## src/rtl/parity_frame_ctrl.sv

```systemverilog
// Frame sequencer around a 4-bit even-parity XOR datapath.
// It accumulates FRAME_LEN nibbles, plus one received bit in check mode.
// It then presents the parity and error result on a valid/ready port until
// the consumer takes it.
module parity_frame_ctrl #(
    parameter int FRAME_LEN = 8,
    parameter int CNT_W     = 4
) (
    input  logic       clk,
    input  logic       rst_n,
    input  logic       start,
    input  logic       mode,
    input  logic       abort,
    input  logic       in_valid,
    output logic       in_ready,
    input  logic [3:0] in_data,
    output logic       out_valid,
    input  logic       out_ready,
    output logic       parity_out,
    output logic       err,
    output logic       busy,
    output logic       done
);

    typedef enum logic [1:0] {
        S_IDLE   = 2'd0,
        S_ACCUM  = 2'd1,
        S_CHKBIT = 2'd2,
        S_REPORT = 2'd3
    } state_t;

    localparam logic [CNT_W-1:0] LAST_IDX = CNT_W'(FRAME_LEN - 1);

    state_t           state, state_nxt;
    logic             acc, acc_nxt;
    logic [CNT_W-1:0] cnt, cnt_nxt;
    logic             mode_q, mode_nxt;
    logic             done_q, done_nxt;
    logic             in_take;
    logic             out_take;

    // Even parity of one nibble: XOR of its four bits.
    function automatic logic nibble_parity(input logic [3:0] d);
        return d[3] ^ d[2] ^ d[1] ^ d[0];
    endfunction

    // Handshake strobes. Ready and valid depend only on state, so there is
    // no combinational path from any input to any output.
    always_comb begin
        in_ready  = (state == S_ACCUM) || (state == S_CHKBIT);
        out_valid = (state == S_REPORT);
        in_take   = in_valid && in_ready;
        out_take  = out_valid && out_ready;
    end

    // Result outputs are masked outside REPORT, so they read 0 while idle
    // and while a frame is still being accumulated.
    always_comb begin
        busy       = (state != S_IDLE);
        parity_out = (state == S_REPORT) && acc;
        err        = (state == S_REPORT) && mode_q && acc;
        done       = done_q;
    end

    // State register and datapath registers.
    always_ff @(posedge clk or negedge rst_n) begin
        if (!rst_n) begin
            state  <= S_IDLE;
            acc    <= 1'b0;
            cnt    <= '0;
            mode_q <= 1'b0;
            done_q <= 1'b0;
        end else begin
            state  <= state_nxt;
            acc    <= acc_nxt;
            cnt    <= cnt_nxt;
            mode_q <= mode_nxt;
            done_q <= done_nxt;
        end
    end

    // Next-state logic. Abort overrides everything, including a result
    // handshake in the same cycle; in that case no done pulse is produced.
    always_comb begin
        state_nxt = state;
        acc_nxt   = acc;
        cnt_nxt   = cnt;
        mode_nxt  = mode_q;
        done_nxt  = 1'b0;

        if (abort) begin
            state_nxt = S_IDLE;
            acc_nxt   = 1'b0;
            cnt_nxt   = '0;
        end else begin
            case (state)
                S_IDLE: begin
                    if (start) begin
                        acc_nxt   = 1'b0;
                        cnt_nxt   = '0;
                        mode_nxt  = mode;
                        state_nxt = S_ACCUM;
                    end
                end
                S_ACCUM: begin
                    if (in_take) begin
                        acc_nxt = acc ^ nibble_parity(in_data);
                        cnt_nxt = cnt + CNT_W'(1);
                        if (cnt == LAST_IDX) begin
                            state_nxt = mode_q ? S_CHKBIT : S_REPORT;
                        end
                    end
                end
                S_CHKBIT: begin
                    if (in_take) begin
                        acc_nxt   = acc ^ in_data[0];
                        state_nxt = S_REPORT;
                    end
                end
                S_REPORT: begin
                    // A start arriving in this cycle is not looked at here;
                    // start is honoured only from IDLE.
                    if (out_take) begin
                        done_nxt  = 1'b1;
                        state_nxt = S_IDLE;
                    end
                end
                default: begin
                    state_nxt = S_IDLE;
                end
            endcase
        end
    end

endmodule
```

## config.mk

```make
export PLATFORM = sky130hd
export DESIGN_NAME = parity_frame_ctrl
export DESIGN_NICKNAME = d
export VERILOG_FILES = /design/src/rtl/parity_frame_ctrl.sv
export SDC_FILE = /design/constraint.sdc
export NUM_CORES = 1
export LEC_CHECK = 0
export CORE_AREA = 2 2 49 51
export CTS_BUF_LIST = sky130_fd_sc_hd__clkbuf_16
export DETAILED_ROUTE_END_ITERATION = 10
export DIE_AREA = 0 0 51 53
export GPL_TIMING_DRIVEN = 0
export PLACE_DENSITY = 0.57
export SLEW_MARGIN = 10
export SYNTH_ARGS = -nofsm -noshare
export SYNTH_HDL_FRONTEND = slang
export SYNTH_SLANG_ARGS = --single-unit
```

## constraint.sdc

```tcl
create_clock -name clk -period 2.4 [get_ports clk]
set_input_delay 0.48 -clock clk [delete_from_list [all_inputs] [get_ports clk]]
set_output_delay 0.48 -clock clk [all_outputs]
set_load 0.005 [all_outputs]
```

=== Word level (Yosys, flattened, before mapping) ===
Cells that the tools add are included.

* Logic and storage cells: 55
* Flip-flop bits (word level): 9

* Bitwise operators: 6
* Reductions and logical operators: 14
* Mux-type cells: 20
* Equality and inequality tests: 9
* Add/sub/neg operators: 1

{| class="wikitable"
|+ Operator list
! kind !! count
|-
| 2-bit two-way mux || 6
|-
| 4-bit two-way mux || 3
|-
| 3-bit inequality test (second input constant) || 3
|-
| 1-bit two-way mux || 8
|-
| 2-bit one-hot mux with 4 select lines || 1
|-
| 4-bit one-hot mux with 2 select lines || 1
|-
| 3-bit by 2-bit inequality test with 1-bit output (second input constant) || 2
|-
| 3-bit AND reduction || 2
|-
| 1-bit logical AND || 5
|-
| 5-bit AND reduction || 1
|-
| 1-bit bitwise XOR || 5
|-
| 4-bit by 1-bit adder with 4-bit output (second input constant) || 1
|-
| 2-bit equality test (second input constant) || 2
|-
| 4-bit by 3-bit equality test with 1-bit output (second input constant) || 1
|-
| 4-bit AND reduction || 1
|-
| 4-bit nonzero test || 1
|-
| 1-bit one-hot mux with 3 select lines || 1
|-
| 3-bit nonzero test || 1
|-
| 2-bit by 1-bit equality test with 1-bit output (second input constant) || 1
|-
| 2-bit logical NOT || 1
|-
| 2-bit nonzero test || 1
|-
| 1-bit logical OR || 1
|-
| 1-bit NOT || 1
|}

=== Depth between registers and ports, before layout ===
* Depth after elaboration: 7
* Mapped depth: 6
* Gate-level depth less buffers: 6

=== Worst setup path after synthesis ===
OpenSTA, ideal clock, no wires.

* Path kind: flip-flop to flip-flop
* Start point: register state[1]
* End point: register acc
* Library setup time: 0.132 ns
* Period minus slack after synthesis: 1.735 ns
* Path slack: 0.665 ns
* Data required time: 2.268 ns
* Stages on the path, launching flop included: 7
* Arrival time: 1.604 ns
* Cell sequence: dfrtp_1 -> inv_1 -> ha_1 -> or2_0 -> a21oi_2 -> o21ai_0 -> or3b_1

* Longest elaborated chain between the ends: 5
* Elaborated cells on any way between the ends: 12
* Classes of those cells: eq/ne (5); mux (2); reduce/logical (5)

{| class="wikitable"
|+ Ends and longest elaborated chain
! item !! RTL line !! source
|-
| from (decl) || 34 || <nowiki>state_t state, state_nxt;</nowiki>
|-
| from (signal assigned) || 74 || <nowiki>state <= state_nxt;</nowiki>
|-
| 2-bit by 1-bit equality test with 1-bit output / 2-bit equality test (equally long branches) || 50, 96 ||
|-
| 1-bit logical OR || 50 || <nowiki>in_ready = (state == S_ACCUM) || (state == S_CHKBIT);</nowiki>
|-
| 1-bit logical AND || 52 || <nowiki>in_take = in_valid && in_ready;</nowiki>
|-
| 3-bit inequality test (no source line) || - ||
|-
| 4-bit AND reduction (no source line) || - ||
|-
| to (signal assigned) || 75 || <nowiki>acc <= acc_nxt;</nowiki>
|-
| to (decl) || 35 || <nowiki>logic acc, acc_nxt;</nowiki>
|}

Parallel ways exist; a longest one is shown, timed or not.
A chain may end at the register's enable or synchronous reset.

=== Worst setup path in the final report ===
* Start point: register state[0]
* End point: output port in_ready

* Longest elaborated chain between the ends: 2
* Elaborated cells on any way between the ends: 3
* Classes of those cells: eq/ne (2); reduce/logical (1)

{| class="wikitable"
|+ Ends and longest elaborated chain
! item !! RTL line !! source
|-
| 2-bit by 1-bit equality test with 1-bit output / 2-bit equality test (equally long branches) || 50 ||
|-
| 1-bit logical OR (*) || 50 ||
|-
| to (decl) || 15 || <nowiki>output logic in_ready,</nowiki>
|}

Mark *: on every way between the ends. The rest lies on a longest branch, timed or not.

==> summary.md <==
| Metric | Value |
|---|---|
| Post-synth top area share | `0.345` |
| Width of the die | `about 51 um` |
| Top cells by area, synth | `dfrtp_1, ha_1, o21ai_0` |
| CTS tree | `done` |
| Clock Skews | `approximately 0.68 ps` |
| Fill cells | `between 200 and 250` |
| CP Cell Sequence | `inv_1 -> ha_1 -> clkdlybuf4s50_1` |
| Net Count, Synth | `90` |
| Number of CTS-inserted buffers | `3` |
| Total Routing Usage GR | `0.130` |
| Highest-count cells in the layout ignoring fill and taps | `clkdlybuf4s50_1, dfrtp_1, o21ai_0, ha_1` |
| Yosys top cell by area | `dfrtp_1` |
| # resized after CTS | `0` |
| Antenna cells | `0` |
| Worst slew margin | `0.713` |
| Crit path kind | `reg2out` |
| Post-CTS Hold Buffers | `0` |
| 1st-iter DRT viols | `12` |
| Worst-path fanout max | `6` |
| Longest Clk Path Bufs | `2` |
| Final WL | `1.54 mm` |
| Post-Synthesis Cells | `73` |
| Max-cap viol count | `0` |
| Pwr/cell area | `1060 nW/um2` |
| Critical Path RT | `1920 ps` |
| Mapped cell area | `about 650 um2` |
| Die ar. | `2700 um2` |
| Top Ports | `17` |
| Part of the cycle the worst path needs | `0.893` |
| CP Buf/Inv Count | `2` |
| Hold Crit Class | `reg2reg` |
| Status | `finished, final reports clean` |
| Initial core utilization | `0.304` |
| Post-DRT Antenna Nets | `0` |
| Delay-heaviest family, CP | `buffers and inverters` |
| Share of layout cells above drive strength 1 | `0.0761` |
| Fin nets | `110` |
| Setup crit start kind | `flip-flop` |
| Setup TNS | `0 ps` |
| Post-CTS Setup Bufs | `0` |
| Initial antenna violation count | `0` |
| Crit path DAT | `between 1500 and 2000 ps` |
| Slowest stage delay, CP | `540 ps` |
| Syn. warnings | `0` |
| Residual DRC | `0` |
| Measured slew at the worst slew-check pin | `approximately 430 ps` |
| Yosys reg bits | `9` |
| Final setup violation count | `0` |
| Clk sinks | `9` |
| Core Region | `around 2100 um2` |
| DR vias/cell | `slightly above 5` |
| Hold_ws | `488 ps` |
| Pre-Repair DR Iteration Count | `4` |
| Clock transition at path regs | `40 ps` |
| Min cycle time layout | `between 2000 and 2500 ps` |
| Clk Latency, worst-skew pair | `~230 ps` |
| Pleak | `0.394 nW` |
| WL/cell | `roughly 13 um` |
| Pin count of the biggest net entering global routing | `10` |
| Layout Utilization | `0.427` |
| RSZ-0062 raised after global routing | `no` |
| Final Hold Violating Endpoints | `0` |
| Layout overhead on the synthesized area | `40.6%` |
| First-pass GRT wire length | `around 2.4 mm` |
| Rows | `17` |
| Via count | `615` |
| GRT overflow | `0` |
| Slew Limit Fails | `0` |
| Die H | `around 53 um` |
| Root buffer cell | `clkbuf_16` |
| Sequential area share after synthesis | `0.345` |
| Count of port buffers added during placement | `15` |
| Yosys cell types | `32` |
| Global placer's final weighted congestion | `about 0.76` |
| H-tree depth | `1` |
| Critical Path End Type | `output pin` |
| Maximum VDD drop | `~450 uV` |
| Vias in the first global route | `~560` |
| Hpwl dp | `around 1.2 mm` |
| CP max stage cell | `clkdlybuf4s50_1` |
| Max frequency | `roughly 470 MHz` |
| Synth Area per Inst | `between 8 and 9 um2` |
| Most common cell after layout, fill and taps aside | `clkdlybuf4s50_1` |
==> through the flow <==
step | area, um2 | total power [W] | instances | setup slack [ps]
6_report | 918 | 0.000971 | 120 | 256
3_3_place_gp | 838 | 0.000666 | 116 | 252
5_1_grt | 918 | 0.00104 | 120 | 194
4_1_cts | 918 | 0.000983 | 120 | 249
2_1_floorplan | 653 | 0.000517 | 73 | 665
3_5_place_dp | 838 | 0.000674 | 116 | 169
==> flip-flops by register name, summed over array words and instances (netlist names) <==
register and count:
acc 1, cnt 4, done 1, mode_q 1, state 2
==> kinds of logic after synthesis <==
| group | after synthesis | synth area share |
|---|---|---|
| buf+inv | 6 | 0.0345 |
| mux | 1 | 0.0172 |
| compound gates | 20 | 0.194 |
| flops | 9 | 0.345 |
| xor+xnor | 1 | 0.0345 |
| fa+ha+maj | 6 | 0.115 |
| simple gates | 30 | 0.261 |
==> path summary, 6_finish.rpt <==
check	start	slack, ps	cells past startpoint	end
setup / recovery	state[0]$_DFFE_PN0P_	260	3	in_ready
hold / removal	cnt[3]$_DFFE_PN0P_	490	1	cnt[3]$_DFFE_PN0P_
setup reg to reg	state[0]$_DFFE_PN0P_	380	6	acc$_DFFE_PN0P_
hold reg to reg	cnt[3]$_DFFE_PN0P_	490	1	cnt[3]$_DFFE_PN0P_
max in group asynchronous	rst_n	1550	1	acc$_DFFE_PN0P_
min in group asynchronous	rst_n	550	1	done$_DFF_PN0_
==> area by class of cell <==
class / instances / area (um2) / area share
timing repair buffer: 15 / 150 / 0.163
buffer: 1 / 3.75 / 0.00409
inverter: 5 / 18.8 / 0.0204
multi-input combinational: 58 / 405 / 0.441
sequential: 9 / 225 / 0.245
tap: 28 / 35.0 / 0.0381
clock inverter: 1 / 5.00 / 0.00545
clock buffer: 3 / 75.1 / 0.0817
==> metal layers <==
metal	vias to the layer above	global-route usage	routed length, um
met3	2	0.0593	104
li1	302	-	-
met2	20	0.210	755
met1	291	0.128	647
met5	-	0	0
met4	0	0.104	35
==> report_power, final <==
group	switching, W	total [W]	internal (W)
Clock	0.0000774	0.000297	0.000220
Sequential	0.0000318	0.000216	0.000184
Combinational	0.000245	0.000458	0.000213
Total	0.000354	0.000971	0.000617
==> synthesized netlist by cell type <==
cell type / count
a21oi_1: 3
and3_1: 2
o31a_1: 1
a21boi_0: 1
xnor3_1: 1
o31ai_1: 1
nand3b_1: 1
or2_0: 1
nor2_1: 2
a21o_1: 1
o21a_1: 1
a311oi_1: 1
nand2_1: 5
a21oi_2: 1
nor2b_1: 3
a31oi_1: 2
nand3_1: 3
nor3_1: 4
nor4_1: 1
o21ai_0: 7
or2_2: 1
nand2b_1: 1
clkbuf_1: 1
mux2_2: 1
ha_1: 6
or3b_1: 1
inv_1: 5
nand4_1: 1
dfrtp_1: 9
nor4b_1: 2
o211ai_1: 1
and2_1: 2
==> worst register-to-register path, delay by kind of cell, from the launching register on <==
| family | cells | cell delay, ps |
|---|---|---|
| adder cells (fa/ha/maj) | 1 | 400 |
| AO/OA/AOI/OAI | 2 | 450 |
| buffers and inverters | 1 | 100 |
| AND/OR/NAND/NOR | 2 | 550 |
| flip-flops | 1 | 390 |
Power figures use the tool's default switching activity.
